$ cat src/rtl/gray_decode_stream_if.sv
// Stream bundle for the Gray decoder: Gray words in, binary values plus step flag out.
// The master drives the input words and the output-side ready; the slave is the decoder.
interface gray_decode_stream_if #(
    parameter int WIDTH = 4
);
    logic             in_valid;
    logic             in_ready;
    logic [WIDTH-1:0] in_gray;
    logic             out_valid;
    logic             out_ready;
    logic [WIDTH-1:0] out_bin;
    logic             out_step_err;

    modport master (
        output in_valid,
        output in_gray,
        output out_ready,
        input  in_ready,
        input  out_valid,
        input  out_bin,
        input  out_step_err
    );

    modport slave (
        input  in_valid,
        input  in_gray,
        input  out_ready,
        output in_ready,
        output out_valid,
        output out_bin,
        output out_step_err
    );
endinterface

$ cat src/rtl/gray_decode_stream.sv
// Two-stage streaming Gray-to-binary decoder with step checking and a saturating
// count of flagged words handed downstream.
module gray_decode_stream #(
    parameter int WIDTH     = 4,
    parameter int CNT_WIDTH = 8
) (
    input  logic                       clk,
    input  logic                       rst,
    gray_decode_stream_if.slave        bus,
    output logic [CNT_WIDTH-1:0]       err_count
);

    localparam logic [CNT_WIDTH-1:0] CNT_MAX = {CNT_WIDTH{1'b1}};
    localparam logic [CNT_WIDTH-1:0] CNT_ONE = {{(CNT_WIDTH-1){1'b0}}, 1'b1};
    localparam logic [WIDTH-1:0]     STEP_ONE = {{(WIDTH-1){1'b0}}, 1'b1};

    // Each binary bit is the XOR of all Gray bits at and above it.
    function automatic logic [WIDTH-1:0] gray_to_bin(input logic [WIDTH-1:0] g);
        logic [WIDTH-1:0] b;
        b = '0;
        b[WIDTH-1] = g[WIDTH-1];
        for (int k = WIDTH - 2; k >= 0; k--) begin
            b[k] = b[k+1] ^ g[k];
        end
        return b;
    endfunction

    logic                 s1_valid_q, s1_valid_d;
    logic [WIDTH-1:0]     s1_gray_q,  s1_gray_d;
    logic                 s2_valid_q, s2_valid_d;
    logic [WIDTH-1:0]     s2_bin_q,   s2_bin_d;
    logic                 s2_err_q,   s2_err_d;
    logic [WIDTH-1:0]     prev_bin_q, prev_bin_d;
    logic                 have_prev_q, have_prev_d;
    logic [CNT_WIDTH-1:0] err_count_q, err_count_d;

    logic                 s2_load_s;
    logic                 in_ready_s;
    logic                 in_xfer_s;
    logic                 hand_off_s;
    logic [WIDTH-1:0]     dec_bin_s;
    logic [WIDTH-1:0]     delta_s;
    logic                 step_bad_s;

    // Handshake decisions; out_ready reaches in_ready through exactly one gate level.
    always_comb begin
        s2_load_s  = s1_valid_q && (!s2_valid_q || bus.out_ready);
        in_ready_s = !s1_valid_q || s2_load_s;
        in_xfer_s  = bus.in_valid && in_ready_s;
        hand_off_s = s2_valid_q && bus.out_ready;
    end

    // Decode of the stage-1 word and its distance from the last decoded value.
    always_comb begin
        dec_bin_s  = gray_to_bin(s1_gray_q);
        delta_s    = dec_bin_s - prev_bin_q;
        step_bad_s = have_prev_q && (delta_s != {WIDTH{1'b0}}) && (delta_s != STEP_ONE);
    end

    // Stage 1 next state: capture on transfer, empty when drained into stage 2.
    always_comb begin
        s1_valid_d = s1_valid_q;
        s1_gray_d  = s1_gray_q;
        if (in_xfer_s) begin
            s1_valid_d = 1'b1;
            s1_gray_d  = bus.in_gray;
        end else if (s2_load_s) begin
            s1_valid_d = 1'b0;
        end else begin
            s1_valid_d = s1_valid_q;
        end
    end

    // Stage 2 next state; the step history follows every load, not every hand-off.
    always_comb begin
        s2_valid_d  = s2_valid_q;
        s2_bin_d    = s2_bin_q;
        s2_err_d    = s2_err_q;
        prev_bin_d  = prev_bin_q;
        have_prev_d = have_prev_q;
        if (s2_load_s) begin
            s2_valid_d  = 1'b1;
            s2_bin_d    = dec_bin_s;
            s2_err_d    = step_bad_s;
            prev_bin_d  = dec_bin_s;
            have_prev_d = 1'b1;
        end else if (hand_off_s) begin
            s2_valid_d  = 1'b0;
        end else begin
            s2_valid_d  = s2_valid_q;
        end
    end

    // Error counter counts flagged words only once they leave, and sticks at full scale.
    always_comb begin
        err_count_d = err_count_q;
        if (hand_off_s && s2_err_q && (err_count_q != CNT_MAX)) begin
            err_count_d = err_count_q + CNT_ONE;
        end else begin
            err_count_d = err_count_q;
        end
    end

    // Pipeline state register; reset discards in-flight words and the step history.
    always_ff @(posedge clk) begin
        if (rst) begin
            s1_valid_q  <= 1'b0;
            s1_gray_q   <= {WIDTH{1'b0}};
            s2_valid_q  <= 1'b0;
            s2_bin_q    <= {WIDTH{1'b0}};
            s2_err_q    <= 1'b0;
            prev_bin_q  <= {WIDTH{1'b0}};
            have_prev_q <= 1'b0;
            err_count_q <= {CNT_WIDTH{1'b0}};
        end else begin
            s1_valid_q  <= s1_valid_d;
            s1_gray_q   <= s1_gray_d;
            s2_valid_q  <= s2_valid_d;
            s2_bin_q    <= s2_bin_d;
            s2_err_q    <= s2_err_d;
            prev_bin_q  <= prev_bin_d;
            have_prev_q <= have_prev_d;
            err_count_q <= err_count_d;
        end
    end

    // Outputs come straight from stage-2 flops; only in_ready is combinational.
    always_comb begin
        bus.in_ready     = in_ready_s;
        bus.out_valid    = s2_valid_q;
        bus.out_bin      = s2_bin_q;
        bus.out_step_err = s2_err_q;
        err_count        = err_count_q;
    end

endmodule

$ cat src/flat_wrapper.sv
// flat-port wrapper written by rule: the top's interface ports become plain ports
module gray_decode_stream_flat 
#(
    parameter int WIDTH     = 4,
    parameter int CNT_WIDTH = 8
)
  (clk, rst, err_count, bus_in_valid, bus_in_gray, bus_out_ready, bus_in_ready, bus_out_valid, bus_out_bin, bus_out_step_err);
  gray_decode_stream_if #(.WIDTH(WIDTH)) bus_i ();
  input  logic clk;
  input  logic rst;
  output logic [CNT_WIDTH-1:0] err_count;
  input wire logic [$bits(bus_i.in_valid)-1:0] bus_in_valid;
  input wire logic [$bits(bus_i.in_gray)-1:0] bus_in_gray;
  input wire logic [$bits(bus_i.out_ready)-1:0] bus_out_ready;
  output wire logic [$bits(bus_i.in_ready)-1:0] bus_in_ready;
  output wire logic [$bits(bus_i.out_valid)-1:0] bus_out_valid;
  output wire logic [$bits(bus_i.out_bin)-1:0] bus_out_bin;
  output wire logic [$bits(bus_i.out_step_err)-1:0] bus_out_step_err;
  assign bus_i.in_valid = bus_in_valid;
  assign bus_i.in_gray = bus_in_gray;
  assign bus_i.out_ready = bus_out_ready;
  assign bus_in_ready = bus_i.in_ready;
  assign bus_out_valid = bus_i.out_valid;
  assign bus_out_bin = bus_i.out_bin;
  assign bus_out_step_err = bus_i.out_step_err;
  gray_decode_stream #(.WIDTH(WIDTH), .CNT_WIDTH(CNT_WIDTH)) u_core (.clk(clk), .rst(rst), .bus(bus_i), .err_count(err_count));
endmodule
$ cat config.mk
export PLATFORM = sky130hd
export DESIGN_NAME = gray_decode_stream_flat
export DESIGN_NICKNAME = d
export VERILOG_FILES = /design/src/rtl/gray_decode_stream_if.sv /design/src/rtl/gray_decode_stream.sv /design/src/flat_wrapper.sv
export SDC_FILE = /design/constraint.sdc
export NUM_CORES = 1
export LEC_CHECK = 0
export BUFFER_PORTS_ARGS = -buffer_cell sky130_fd_sc_hd__buf_2
export CAP_MARGIN = 30
export CORE_MARGIN = 8
export CORE_UTILIZATION = 46
export CTS_CLUSTER_SIZE = 8
export DETAILED_ROUTE_END_ITERATION = 10
export PLACE_DENSITY = 0.73
export SLEW_MARGIN = 20
export SYNTH_ARGS = -nofsm -noshare
export SYNTH_HDL_FRONTEND = slang
export SYNTH_SLANG_ARGS = --single-unit
$ cat constraint.sdc
create_clock -name clk -period 2.15 [get_ports clk]
set_input_delay 0.3225 -clock clk [delete_from_list [all_inputs] [get_ports clk]]
set_output_delay 0.3225 -clock clk [all_outputs]
set_load 0.005 [all_outputs]
==> Implementation_results.wiki <==
{| class="wikitable"
! Metric !! Value
|-
| Max-cap violations || 0
|-
| Number of synthesized flops with an enable pin || 0
|-
| Worst-margin pin slew || 391 ps
|-
| Area of the mapped netlist || 960 sq um
|-
| Remaining Overflow, GRT || 0
|-
| Final Slew Violations || 0
|-
| Top library cells by usage in the layout, fill and taps aside || 22 x sky130_fd_sc_hd__buf_2, 18 x sky130_fd_sc_hd__dfxtp_1, 14 x sky130_fd_sc_hd__nand2_1
|-
| Synthesized area per cell || 8.80 sq um
|-
| Final worst-path cycle share || 93.1%
|-
| Static Leakage || 0.508 nW
|-
| Critical Setup Path Class || reg2reg
|-
| Half-perimeter wire length after placement || 1510 um
|-
| Slowest Stage Delay on Critical Path || 380 ps
|-
| Mapped Nets || 122
|-
| Filler cell count || 189
|-
| Total Routing Usage GR || 11.8%
|-
| DRC errors left || 0
|-
| Library cell contributing the largest single delay on the critical path || sky130_fd_sc_hd__fa_1
|-
| I/O pins || 23
|-
| Kind of end point of the critical path || flip-flop
|-
| Layer with the highest usage || met2
|-
| Kind of start point of the critical path || flip-flop
|-
| Count of clock tree sinks || 20
|-
| Endpoint required time on the critical path || 2380 ps
|-
| Setup Viol. Count Final || 0
|-
| Global routing met2 resource utilization || 18.6%
|-
| Area growth syn-to-layout || 20.6%
|-
| Seq cells post-synth || 20
|-
| Number of nets at the end of the flow || 150
|-
| CTS Root Buffer Type || sky130_fd_sc_hd__clkbuf_4
|-
| Number of warnings issued by yosys || 0
|-
| Largest fanout of any net on the critical path || 2
|-
| Number of buffers inserted during clock tree synthesis || 3
|-
| Number of standard cells in the layout, taps in and fillers out || 163
|-
| Post-layout worst setup margin || 148 ps
|-
| Number of iterations in the first detailed-routing pass || 4
|-
| Placement-stage worst setup slack || 77.7 ps
|-
| Die width || 61.7 um
|-
| Most frequent standard cell in the layout excluding fill and tap cells || sky130_fd_sc_hd__buf_2
|-
| Fraction of layout instances using a drive strength above 1 || 25.0%
|-
| Violation count after the first detailed-route iteration || 19
|-
| Antenna diodes || 0
|-
| Cells after Synth || 109
|-
| Clock H-tree levels || 1
|-
| Global routing usage on met1 || 14.6%
|-
| Rows || 16
|-
| Final weighted congestion in routability-driven placement || 0.858
|-
| Clock slew at the register clock pins of the worst setup and hold paths || 120 ps
|-
| Largest net degree at the start of global routing || 21
|-
| Wire length after detailed routing || 1980 um
|-
| Footprint of the flip-flops and latches || 403 sq um
|-
| Number of hold buffers added after CTS || 0
|-
| Routed WL per cell || 12.1 um
|-
| Antenna violation net count after detailed routing || 0
|-
| Seq/Total Area, Yosys || 41.7%
|-
| Min Tclk post-route || 2000 ps
|-
| Post-Route Skew || 3.58 ps
|-
| Final Total Pwr || 0.733 mW
|-
| Vias in the first global route || 796
|-
| Share of async-settable or async-resettable flops after synthesis || 0%
|-
| Placed Cells || 158
|-
| Wire length of the first global-routing pass || 3400 um
|-
| Final Hold Fails || 0
|-
| Initial core utilization || 48.9%
|-
| Fin area || 1160 sq um
|-
| Deepest clock path buffer count || 2
|-
| Multi-input gate area || 526 sq um
|-
| Placeable core region || 1960 sq um
|-
| TritonCTS clock tree || done
|-
| IO buf count || 22
|-
| Die Footprint || 3800 sq um
|-
| Setup Total Neg Slack || 0 ps
|-
| Worst Path Arrival || 2230 ps
|-
| Met3 track utilization from global routing || 2.92%
|-
| Vias per cell || 5.10
|-
| Number of unique standard cell types used by synthesis || 28
|-
| Die height || 61.7 um
|-
| Power density normalized to cell area || 633 nW/um^2
|-
| Detailed-route via count || 831
|-
| Clock latency at the later pin of the worst-skew pair || 310 ps
|-
| Status || finished clean
|-
| Worst-path cell chain || xor2_2 -> xor2_2 -> xnor2_1 -> ha_1 -> fa_1 -> xnor2_1 -> nor2_1 -> a311oi_1
|-
| Setup repair after global routing missed its margin || false
|-
| Maximum VDD drop || 0.404 mV
|-
| Headroom to the max-slew limit || 73.8%
|-
| Fmax || 0.500 GHz
|-
| Placement Cell Area || 1110 sq um
|-
| Synth Flop Type || sky130_fd_sc_hd__dfxtp_1
|-
| Antenna violations before repair || 0
|-
| Path category of the worst min-delay check || in2reg
|}
flip-flops by register name (all words and copies together), names as in the netlist:
signal and count:
u_core.err_count 8, u_core.bus.out_valid 1, u_core.bus.out_step_err 1, u_core.bus.out_bin 4
u_core.s1_valid_q 1, u_core.have_prev_q 1, u_core.s1_gray_q 4
per-layer routing:
metal,up-vias,routed length (um),share of wire [%]
li1,432,-,-
met1,368,905,46
met2,27,914,46
met3,4,125,6.3
met4,0,29,1.5
met5,-,0,0
timing repair:
action	4_1_cts	5_1_grt
buffers inserted	0	1
gates resized for setup	0	2
setup endpoints to repair	0	1
final timing paths:
kind / cells after the start / start / to / slack, ps
worst max-delay path: 8 / u_core.s1_gray_q[2]$_SDFFE_PP0P_ / u_core.bus.out_step_err$_SDFFE_PP0P_ / 150
worst min-delay path: 3 / bus_in_gray[2] / u_core.s1_gray_q[2]$_SDFFE_PP0P_ / 250
worst max register to register: 8 / u_core.s1_gray_q[2]$_SDFFE_PP0P_ / u_core.bus.out_step_err$_SDFFE_PP0P_ / 150
worst min register to register: 2 / u_core.s1_gray_q[2]$_SDFFE_PP0P_ / u_core.s1_gray_q[2]$_SDFFE_PP0P_ / 490
worst max-delay path: cells and delay by family, from the launching register on:
family	cells	cell delay [ps]
fa+ha+maj	2	590
xor+xnor	4	690
flops	1	360
compound gates	1	230
simple gates	1	50
per-stage QoR:
| stage | hold slack (ps) | utilization (%) |
|---|---|---|
| after detailed placement | 465 | 56.6 |
| final | 247 | 59.0 |
| after CTS | 247 | 58.5 |
| after floorplan | 440 | - |
| after global placement | 454 | 56.6 |
| after global routing | 264 | 59.0 |
Yosys cell counts, drive strengths merged, types with 3 or more instances:
library cell / instances / share of area (%)
dfxtp: 20 / 42
ha: 4 / 5.2
nor2: 10 / 3.9
nand2: 14 / 5.5
inv: 7 / 2.7
xnor2: 4 / 3.7
a211oi: 3 / 2.9
mux2i: 3 / 3.1
a21oi: 10 / 5.2
nand3: 7 / 3.7
xor2: 5 / 6.1
where the power goes:
part	total, mW	internal (mW)	switching [mW]
registers	0.394	0.384	0.0104
clock network	0.227	0.103	0.123
logic	0.112	0.0545	0.0575
cell families after synthesis:
group / count (synthesis) / synth area share [%]
muxes: 3 / 3.13
AOI/OAI and AO/OA: 19 / 12.6
and+or+nand+nor: 44 / 21.9
DFF: 20 / 41.7
xor gates and xnor gates: 9 / 9.78
adders and majority gates: 5 / 7.30
buffers and inverters: 9 / 3.52
cell type report:
| class | count | share of cell area (%) |
|---|---|---|
| multi-input combinational | 80 | 45.4 |
| clock buffer | 4 | 3.14 |
| timing repair buffer | 25 | 11.5 |
| inverter | 7 | 2.27 |
| sequential | 20 | 34.8 |
| tap | 27 | 2.92 |
Power figures use the tool's default switching activity.
